`src/rtl/cache_arb_pkg.sv`:
```
// cache_arb_pkg: shared widths, FSM states and owner tags
// for the I/D cache line arbiter.
package cache_arb_pkg;

    localparam int LINE_W = 256;
    localparam int ADDR_W = 32;

    typedef enum logic [1:0] {
        ARB_IDLE,
        ARB_I_BUSY,
        ARB_D_BUSY,
        ARB_RELEASE
    } arb_state_t;

    typedef enum logic {
        OWN_I,
        OWN_D
    } owner_t;

endpackage

```
`src/rtl/cache_arbiter.sv`:
```
// cache_arbiter: shares the cacheline adaptor between the I-cache
// and the D-cache, one whole burst transaction at a time.
module cache_arbiter #(
    parameter int LINE_W      = cache_arb_pkg::LINE_W,
    parameter int ADDR_W      = cache_arb_pkg::ADDR_W,
    parameter int ROUND_ROBIN = 1
) (
    input  logic              clk,
    input  logic              reset_n,

    input  logic [ADDR_W-1:0] i_address,
    input  logic              i_read,
    output logic [LINE_W-1:0] i_line_o,
    output logic              i_resp,

    input  logic [ADDR_W-1:0] d_address,
    input  logic              d_read,
    input  logic              d_write,
    input  logic [LINE_W-1:0] d_line_i,
    output logic [LINE_W-1:0] d_line_o,
    output logic              d_resp,

    output logic [ADDR_W-1:0] address_o,
    output logic [LINE_W-1:0] line_o,
    output logic              read_o,
    output logic              write_o,
    input  logic [LINE_W-1:0] line_i,
    input  logic              resp_i
);

    import cache_arb_pkg::*;

    arb_state_t state_q;
    owner_t     prio_q;

    logic i_req;
    logic d_req;
    logic tie_d;
    logic grant_i;
    logic grant_d;

    assign i_req = i_read;
    assign d_req = d_read | d_write;
    assign tie_d = (ROUND_ROBIN == 0) || (prio_q == OWN_D);

    // Winner selection; only ARB_IDLE may grant
    always_comb begin
        grant_i = 1'b0;
        grant_d = 1'b0;
        if (state_q == ARB_IDLE) begin
            unique case (1'b1)
                i_req && d_req: begin
                    grant_d = tie_d;
                    grant_i = !tie_d;
                end
                d_req && !i_req: grant_d = 1'b1;
                i_req && !d_req: grant_i = 1'b1;
                default: ;
            endcase
        end
    end

    // Completion is steered to the owner only; lines fan out to both
    assign i_resp   = (state_q == ARB_I_BUSY) && resp_i;
    assign d_resp   = (state_q == ARB_D_BUSY) && resp_i;
    assign i_line_o = line_i;
    assign d_line_o = line_i;

    // State, priority pointer and the request latches held for a burst
    always_ff @(posedge clk) begin
        if (!reset_n) begin
            state_q   <= ARB_IDLE;
            prio_q    <= OWN_D;
            address_o <= '0;
            line_o    <= '0;
            read_o    <= 1'b0;
            write_o   <= 1'b0;
        end else begin
            case (state_q)
                ARB_IDLE: begin
                    if (grant_d) begin
                        address_o <= d_address;
                        line_o    <= d_line_i;
                        write_o   <= d_write;
                        read_o    <= !d_write;
                        prio_q    <= OWN_I;
                        state_q   <= ARB_D_BUSY;
                    end else if (grant_i) begin
                        address_o <= i_address;
                        write_o   <= 1'b0;
                        read_o    <= 1'b1;
                        prio_q    <= OWN_D;
                        state_q   <= ARB_I_BUSY;
                    end
                end
                ARB_I_BUSY, ARB_D_BUSY: begin
                    if (resp_i) begin
                        read_o  <= 1'b0;
                        write_o <= 1'b0;
                        state_q <= ARB_RELEASE;
                    end
                end
                ARB_RELEASE: state_q <= ARB_IDLE;
                default:     state_q <= ARB_IDLE;
            endcase
        end
    end

    // Protocol checks on the cache and adaptor sides
    a_d_rw_excl: assert property (
        @(posedge clk) disable iff (!reset_n)
        !(d_read && d_write));

    a_resp_busy: assert property (
        @(posedge clk) disable iff (!reset_n)
        resp_i |-> (state_q == ARB_I_BUSY || state_q == ARB_D_BUSY));

endmodule

```
`config.mk`:
```
export PLATFORM = sky130hd
export DESIGN_NAME = cache_arbiter
export DESIGN_NICKNAME = d
export VERILOG_FILES = /design/src/rtl/cache_arb_pkg.sv /design/src/rtl/cache_arbiter.sv
export SDC_FILE = /design/constraint.sdc
export NUM_CORES = 1
export LEC_CHECK = 0
export BUFFER_PORTS_ARGS = -buffer_cell sky130_fd_sc_hd__buf_4
export CAP_MARGIN = 15
export CORE_AREA = 2 2 545 547
export CTS_CLUSTER_SIZE = 8
export DETAILED_ROUTE_END_ITERATION = 16
export DIE_AREA = 0 0 547 549
export PLACE_DENSITY = 0.3
export REMOVE_ABC_BUFFERS = 1
export SYNTH_ARGS = -nofsm -noshare
export SYNTH_HDL_FRONTEND = slang
export SYNTH_SLANG_ARGS = --single-unit
```
`constraint.sdc`:
```
create_clock -name clk -period 1.67 [get_ports clk]
set_input_delay 0.4175 -clock clk [delete_from_list [all_inputs] [get_ports clk]]
set_output_delay 0.4175 -clock clk [all_outputs]
set_load 0.02 [all_outputs]
```
==> impl_results.md, run 1 <==
* CP Launch Type: flop
* WL per Instance at between 50 and 60 um
* Mean Syn Cell Area at between 8 and 9 um2
* WHS Path Cells at 3
* Clock tree buffer depth at 3
* CP max stage cell: dfxtp_2
* CP most frequent cell: buf_6
* Slew Viols, Final at 0
* Flop2flop setup slack at -0.26 ns
* DR vias at roughly 21000
* Initial DRC Count at about 1800
* Clock Sinks at 293
* Hold Path End: line_o[189]$_SDFFE_PN0P_
* Clk slew on worst S/H paths at 0.06 ns
* Number of flops mapped to enable cells by yosys at 0
* R2R cell count at 12
* Nets at ~3000
* Cells after DPL at between 5000 and 6000
* Final Util at around an eighth
* Vias in the first global route at 18330
* Die Wd at between 500 and 600 um
* HP Start: d_line_i[189]
* Total Routing Usage GR at a little over a fifth
* CP Capture Type: output port
* Num ports at between 1000 and 1500
* Area taken by multi-input logic gates at approximately 0.009 mm2
* Crit-path cells: inv_2 > buf_6 > ha_4 > and2_4 > buf_6
* Non-Filler Instances at ~6400
* Tmin final at just under 2 ns
* R2r endpoint: line_o[83]$_SDFFE_PN0P_
* Detailed-router iteration count before antenna repair at 5
* Status: finished, violations left
* Failing checks: setup timing
* Final WS setup at -0.2944 ns
* Core area at between 0.2 and 0.3 mm2
* First-pass GRT wire length at between 300 and 400 mm
* Pin count of the biggest net entering global routing at between 40 and 50
* Overflow after GRT at 0
* Most used flip-flop cell after synthesis: dfxtp_1
* Placement Setup Slack at -0.1555 ns
* CP max stage delay at between 0.3 and 0.4 ns
* Lkg Pwr at 11.76 nW
* Starting Density at 5.648%
* Synthesis Warnings at 0
* P&R area growth vs syn at 107.4%
* Final period util at 117.6%
* Clock Latency Late Sink at around 0.71 ns
* Pwr Total at 60.56 mW
* Fraction of layout cells with a size suffix above 1 at 60.66%
* TritonCTS clock tree: built
* Fill count at between 30000 and 40000
* Die H at between 500 and 600 um
* Arr. time, crit path at around 1.6 ns
* Rows at 200
* Async SR Flop Fraction at 0%
* Fin. Hold Viols at 0
* Yosys reg bits at just under 300
* Placer Congestion at between 0.9 and 1
* Die ar. at ~0.30 mm2
* Setup violators final at about 290
* I/O Buffers at ~600
* Post-Syn Area at 0.01666 mm2
* Max-cap violations at 0
* Slew @ Worst Pin at a little under 0.6 ns
* Worst path buffer plus inverter count at 3
* Remaining routing DRC violations at 0
* Detail Route Antenna Nets at 0
* WL final at between 300 and 400 mm
* Clock Skew at between 0.04 and 0.05 ns
* Initial antenna violation count at between 70 and 80
* Syn Inst Count at 1969
* Sequential Area at about 0.0062 mm2
* Root buf cell: clkbuf_16
* Worst R2R Start: state_q[0]$_SDFFE_PN0P_
* Via density at approximately 3.3
* Worst-path fanout max at 2
* Critical path class: reg2out
* Worst hold path class: in2reg
* Inserted Clock Buffers at 48
* Top delay family on crit path: flip-flops
* Yosys cell types at 35
* Seq/Total Area, Yosys at 35.20%
* PD cells at 1753 mW/mm2
* CTS H-Tree Depth at 2
* CP required at between 1 and 1.5 ns
* VDD IR max at 0.8402 mV
* RSZ-0062 raised after global routing: true
* HPWL after DPL at around 280 mm
* Fmax at 509.1 MHz
* Max_slew headroom at 61.41%
-- cells in the mapped netlist, types with 2 or more instances --
cell,number,share of area (%)
a41oi_1,32,1.7
inv_1,2,0.045
a21oi_1,292,8.8
buf_6,3,0.20
buf_1,18,0.41
buf_2,98,2.9
clkbuf_1,108,2.4
ha_1,3,0.23
nand2b_1,3,0.11
o21ai_0,33,0.99
dfxtp_1,293,35
nand4_1,256,9.6
and2_1,2,0.075
buf_4,516,23
o31ai_1,288,13
nand2_1,3,0.068
-- worst reg2reg max path, delay by kind of cell, from the launching register on --
family / cells / cell delay (ns)
buffers and inverters: 9 / 1.20
DFF: 1 / 0.33
adders and majority gates: 1 / 0.17
and+or+nand+nor: 1 / 0.07
AOI/OAI and AO/OA: 1 / 0.06
-- cell families after synthesis --
logic type                 Yosys count  share of synthesized area [%]
buffers and inverters              747                          29.34
AOI/OAI and AO/OA                  653                          24.92
DFF                                293                          35.20
and+or+nand+nor                    272                          10.26
adders and majority gates            3                         0.2253
muxes                                1                        0.06007
-- cells in the final DEF (no fill, tap or decap), types with 2 or more instances in the layout --
cell type	instances
nand4_1	256
o31ai_1	85
buf_8	42
buf_12	129
dfxtp_4	32
clkinv_16	3
o21ai_0	3
clkbuf_1	10
buf_6	160
a21oi_1	222
and2_4	2
clkbuf_8	5
o21ai_2	5
o31ai_4	173
dfxtp_2	170
ha_4	3
clkbuf_16	82
diode_2	17
o31ai_2	31
a41oi_2	7
a21oi_2	70
clkinv_4	2
buf_4	510
dfxtp_1	91
dlygate4sd3_1	229
bufinv_16	2
nand2_1	3
buf_16	37
nand2b_1	2
clkinv_2	2
a41oi_1	25
o21ai_1	25
-- how the worst max path moves through the flow --
stage	startpoint	end	slack [ns]	depth (start not counted)
final	state_q[0]$_SDFFE_PN0P_	d_resp	-0.29	5
after global routing	state_q[0]$_SDFFE_PN0P_	d_resp	-0.37	5
after CTS	state_q[0]$_SDFFE_PN0P_	d_resp	-0.36	5
after detailed placement	state_q[0]$_SDFFE_PN0P_	address_o[3]$_SDFFE_PN0P_	-0.16	8
after global placement	state_q[0]$_SDFFE_PN0P_	address_o[20]$_SDFFE_PN0P_	-0.13	8
after floorplan	state_q[0]$_SDFFE_PN0P_	line_o[0]$_SDFFE_PN0P_	-8.03	5
-- area by class of cell --
type                    instances  area share [%]
well taps                    3939           14.26
diodes                         17          0.1231
multi-input cells             929           25.61
repair inverters                1         0.08691
clock inverters                 9          0.4092
inverters                       4          0.1412
clock buffers                  64           3.857
repair buffers               1140           37.57
flip-flops and latches        293           17.94
-- registers in the layout (all words and copies together) (netlist names) --
name / flops
state_q: 2
line_o: 256
prio_q: 1
address_o: 32
write_o: 1
read_o: 1
-- metal layers --
layer | global-route usage, % | share of wire, % | vias up
met4 | 10.63 | 6.3 | 58
met3 | 27.29 | 26 | 436
li1 | - | - | 7772
met5 | 18.33 | 2.3 | -
met2 | 32.89 | 43 | 2735
met1 | 12.88 | 22 | 9801
-- what timing repair did --
action | in CTS | in global routing
hold endpoints to repair | 226 | 0
hold buffers | 229 | 0
setup endpoints to repair | 252 | 354
resized for setup | 618 | 556
setup buffers | 22 | 45
cloned | 25 | 48
pin swaps | 25 | 374
-- metrics by stage --
stage | area, um2 | setup TNS (ns) | hold WS, ns
global placement | 23610 | -4.570 | 0.4558
global route | 34530 | -49.88 | 0.009380
detailed placement | 23610 | -5.119 | 0.4592
floorplan | 11790 | -2336.98 | 0.4530
finish | 34550 | -29.82 | 0.06481
CTS | 30110 | -34.97 | 0.0002732
-- power breakdown --
part           switching (mW)  total [mW]  internal (mW)
clock network            4.42        10.2           5.83
logic                    20.9        38.9           18.0
registers                2.02        11.4           9.38
total                    27.3        60.6           33.2
(Power assumes the default switching activity.)
==> run 2: changes to the inputs <==
--- a/config.mk
+++ b/config.mk
@@ -5,14 +5,16 @@
 export SDC_FILE = /design/constraint.sdc
 export NUM_CORES = 1
 export LEC_CHECK = 0
+export ABC_AREA = 1
 export BUFFER_PORTS_ARGS = -buffer_cell sky130_fd_sc_hd__buf_4
 export CAP_MARGIN = 15
-export CORE_AREA = 2 2 545 547
+export CORE_AREA = 2 2 546 548
 export CTS_CLUSTER_SIZE = 8
 export DETAILED_ROUTE_END_ITERATION = 16
-export DIE_AREA = 0 0 547 549
+export DIE_AREA = 0 0 548 550
 export PLACE_DENSITY = 0.3
 export REMOVE_ABC_BUFFERS = 1
+export SLEW_MARGIN = 10
 export SYNTH_ARGS = -nofsm -noshare
 export SYNTH_HDL_FRONTEND = slang
 export SYNTH_SLANG_ARGS = --single-unit
==> impl_results.md, run 2 <==
* Status: finished, violations left
* Failing checks: setup timing
* Die ar. at 0.3014 mm2
* Commonest non-fill, non-tap cell in the layout: buf_4
* Most flop-heavy register: line_o
* WL per Instance at ~51 um
* Commonest non-fill, non-tap cells in the layout: buf_4 (504), inv_1 (325), dlygate4sd3_1 (226)
* Clock Latency Late Sink at approximately 0.67 ns
* Fmax at just over 500 MHz
* Post-Syn Area at ~0.015 mm2
* Cell taking the most area after synthesis: dfxtp_1
* Initial antenna violation count at roughly 110
* Vias in the first global route at 15200
* I/O Buffers at a little over 600
* Synthesis Warnings at 0
* Pin count of the biggest net entering global routing at 67
* CTS H-Tree Depth at 2
* Clock tree buffer depth at 3
* Mean Syn Cell Area at about 7.7 um2
* P_int at 30.88 mW
* Nets at a little under 3000
* Clock Skew at about 0.022 ns
* Syn Inst Count at between 1500 and 2000
* Max_slew headroom at 57.01%
* Via density at around 2.8
* Die Wd at around 550 um
* Yosys cell types at 23
* Slew Viols, Final at 0
* Cell with the most instances after synthesis: buf_4
* Detailed-router iteration count before antenna repair at 5
* First-pass GRT wire length at around 350 mm
* Clk slew on worst S/H paths at around 0.060 ns
* Tmin final at between 1.5 and 2 ns
* Arr. time, crit path at between 1.5 and 2 ns
* Net Sw Frac at 43.90%
* CP Capture Type: output port
* Remaining routing DRC violations at 0
* Most used flip-flop cell after synthesis: dfxtp_1
* Inserted Clock Buffers at 49
* HP Start: d_line_i[106]
* Largest register FFs at between 200 and 300
* Starting Density at roughly 5.1%
* Worst R2R Start: state_q[1]$_SDFFE_PN0P_
* Async SR Flop Fraction at 0%
* Largest regs: line_o (256), address_o (32), state_q (2)
* Synth area leaders: dfxtp_1 (39%), buf_4 (26%), a21oi_1 (9.8%)
* Hold Path End: line_o[106]$_SDFFE_PN0P_
* CP required at around 1.3 ns
* Root buf cell: clkbuf_16
* VDD IR max at 0.9307 mV
* DR vias at about 18000
* Detail Route Antenna Nets at 0
* Total Routing Usage GR at 20.57%
* Gate power share at 59.3%
* Flop2flop setup slack at -0.14 ns
* CP Launch Type: flop
* Area taken by multi-input logic gates at between 0.005 and 0.006 mm2
* Slew @ Worst Pin at approximately 0.64 ns
* P&R area growth vs syn at 103.7%
* Clock Sinks at between 200 and 300
* Setup violators final at approximately 200
* Max-cap violations at 0
* Critical path class: reg2out
* Setup TNS at -13.46 ns
* R2r endpoint: address_o[17]$_SDFFE_PN0P_
* Worst hold path class: in2reg
* Fraction of layout cells with a size suffix above 1 at 59.73%
* Fin. Hold Viols at 0
* Placer Congestion at 0.9380
* R2R cell count at 11
* Num ports at between 1000 and 1500
* TritonCTS clock tree: built
* WHS Path Cells at 3
* Overflow after GRT at 0
* Sequential Area at about 0.0061 mm2
* Worst-path fanout max at 2
* Die H at between 500 and 600 um
* Commonest cells in the netlist: buf_4 (514), inv_1 (329), a21oi_1 (293), dfxtp_1 (293), o21ai_0 (259)
* Clock share of power at between 10% and 20%
* WL final at 325.5 mm
* Seq pwr share at 22.3%
* Pwr Total at around 55 mW
* Initial DRC Count at ~1400
* PD cells at roughly 1800 mW/mm2
* Fill count at approximately 34000
* Seq/Total Area, Yosys at a little under 40%
* Switch Pwr at about 24 mW
* Number of flops mapped to enable cells by yosys at 0
* Rows at 200
* Core area at between 0.2 and 0.3 mm2
* Final period util at 116.3%
* Final Util at 10.32%
* RSZ-0062 raised after global routing: true
* Final WS setup at -0.2721 ns
* HPWL after DPL at between 200 and 300 mm
* Lkg Pwr at approximately 12 nW
* Yosys reg bits at about 300
* Post-synth top area share at between 30% and 40%
[run 2: cell count changes after synthesis, sizes merged, moves of 2 or more]
| cell | before | now |
|---|---|---|
| nand4 | 256 | 32 |
| a21oi | 292 | 294 |
| clkbuf | 108 | 56 |
| and2 | 2 | 0 |
| nand2 | 3 | 73 |
| nor2 | 2 | 5 |
| buf | 635 | 564 |
| nand2b | 3 | 0 |
| a41oi | 32 | 0 |
| inv | 4 | 332 |
| o21ai | 33 | 259 |
| o31ai | 289 | 0 |
| nand3 | 1 | 36 |
[run 2: what timing repair did]
action,in CTS,in global routing
resized for setup,806,536
cloned,33,30
setup buffers,27,24
pin swaps,12,107
endpoints found under the setup margin,324,323
endpoints found under the hold margin,225,1
hold buffers,225,1
[run 2: final cells by class]
| cell class | instances | area share (%) |
|---|---|---|
| Antenna cell | 11 | 0.09030 |
| Clock buffer | 59 | 4.347 |
| Clock inverter | 13 | 0.5951 |
| Inverter | 333 | 4.162 |
| Multi-Input combinational cell | 704 | 19.00 |
| Sequential cell | 293 | 19.93 |
| Tap cell | 3939 | 16.17 |
| Timing Repair Buffer | 1004 | 35.70 |
[run 2: per-layer routing]
layer	vias up	global-route usage [%]	wire length, um
li1	6530	-	-
met1	7911	11.73	69060
met2	2678	31.23	139700
met3	446	27.83	90190
met4	65	9.970	19080
met5	-	17.93	7478
[run 2: critical path: stages, from the launching register on]
cell and delay (ns):
dfxtp_2 0.33, inv_2 0.04, buf_6 0.11, ha_4 0.14, nand2_2 0.05, inv_2 0.04, buf_12 0.13
[run 2: stage by stage]
stage	instances	setup slack (ns)	instance area [um2]	hold slack (ns)
after detailed placement	5952	-0.1449	21020	0.4353
after CTS	6309	-0.3711	27960	0.0001589
after global routing	6352	-0.3625	30470	-0.01210
after global placement	5952	-0.2051	21020	0.4323
after floorplan	1330	-3.294	10640	0.4522
final	6356	-0.2721	30480	0.03186
[run 2: kinds of logic (layout without fill, tap and decap cells)]
family | Yosys count | after routing | share of synthesized area (%)
other | 0 | 11 | 0
AOI/OAI and AO/OA | 553 | 553 | 18.57
adders and majority gates | 3 | 3 | 0.2509
and+or+nand+nor | 148 | 148 | 4.725
DFF | 293 | 293 | 39.20
buffers and inverters | 953 | 1409 | 37.25
[run 2: power groups by stage]
| stage | combinational (mW) | sequential [mW] | clock, mW |
|---|---|---|---|
| finish | 32.6 | 12.3 | 10.1 |
| global route | 34.8 | 12.7 | 10.9 |
| CTS | 28.8 | 12.2 | 10.7 |
| detailed placement | 20.7 | 11.6 | 0 |
| global placement | 20.7 | 11.5 | 0 |
| floorplan | 3.28 | 11.5 | 0 |
[run 2: worst max-delay path by stage]
stage | start | to | slack (ns)
after floorplan | state_q[0]$_SDFFE_PN0P_ | line_o[0]$_SDFFE_PN0P_ | -3.29
after global placement | i_read | read_o$_SDFFE_PN0P_ | -0.21
after detailed placement | state_q[1]$_SDFFE_PN0P_ | line_o[103]$_SDFFE_PN0P_ | -0.14
after CTS | state_q[1]$_SDFFE_PN0P_ | i_resp | -0.37
after global routing | state_q[1]$_SDFFE_PN0P_ | i_resp | -0.36
final | state_q[1]$_SDFFE_PN0P_ | i_resp | -0.27
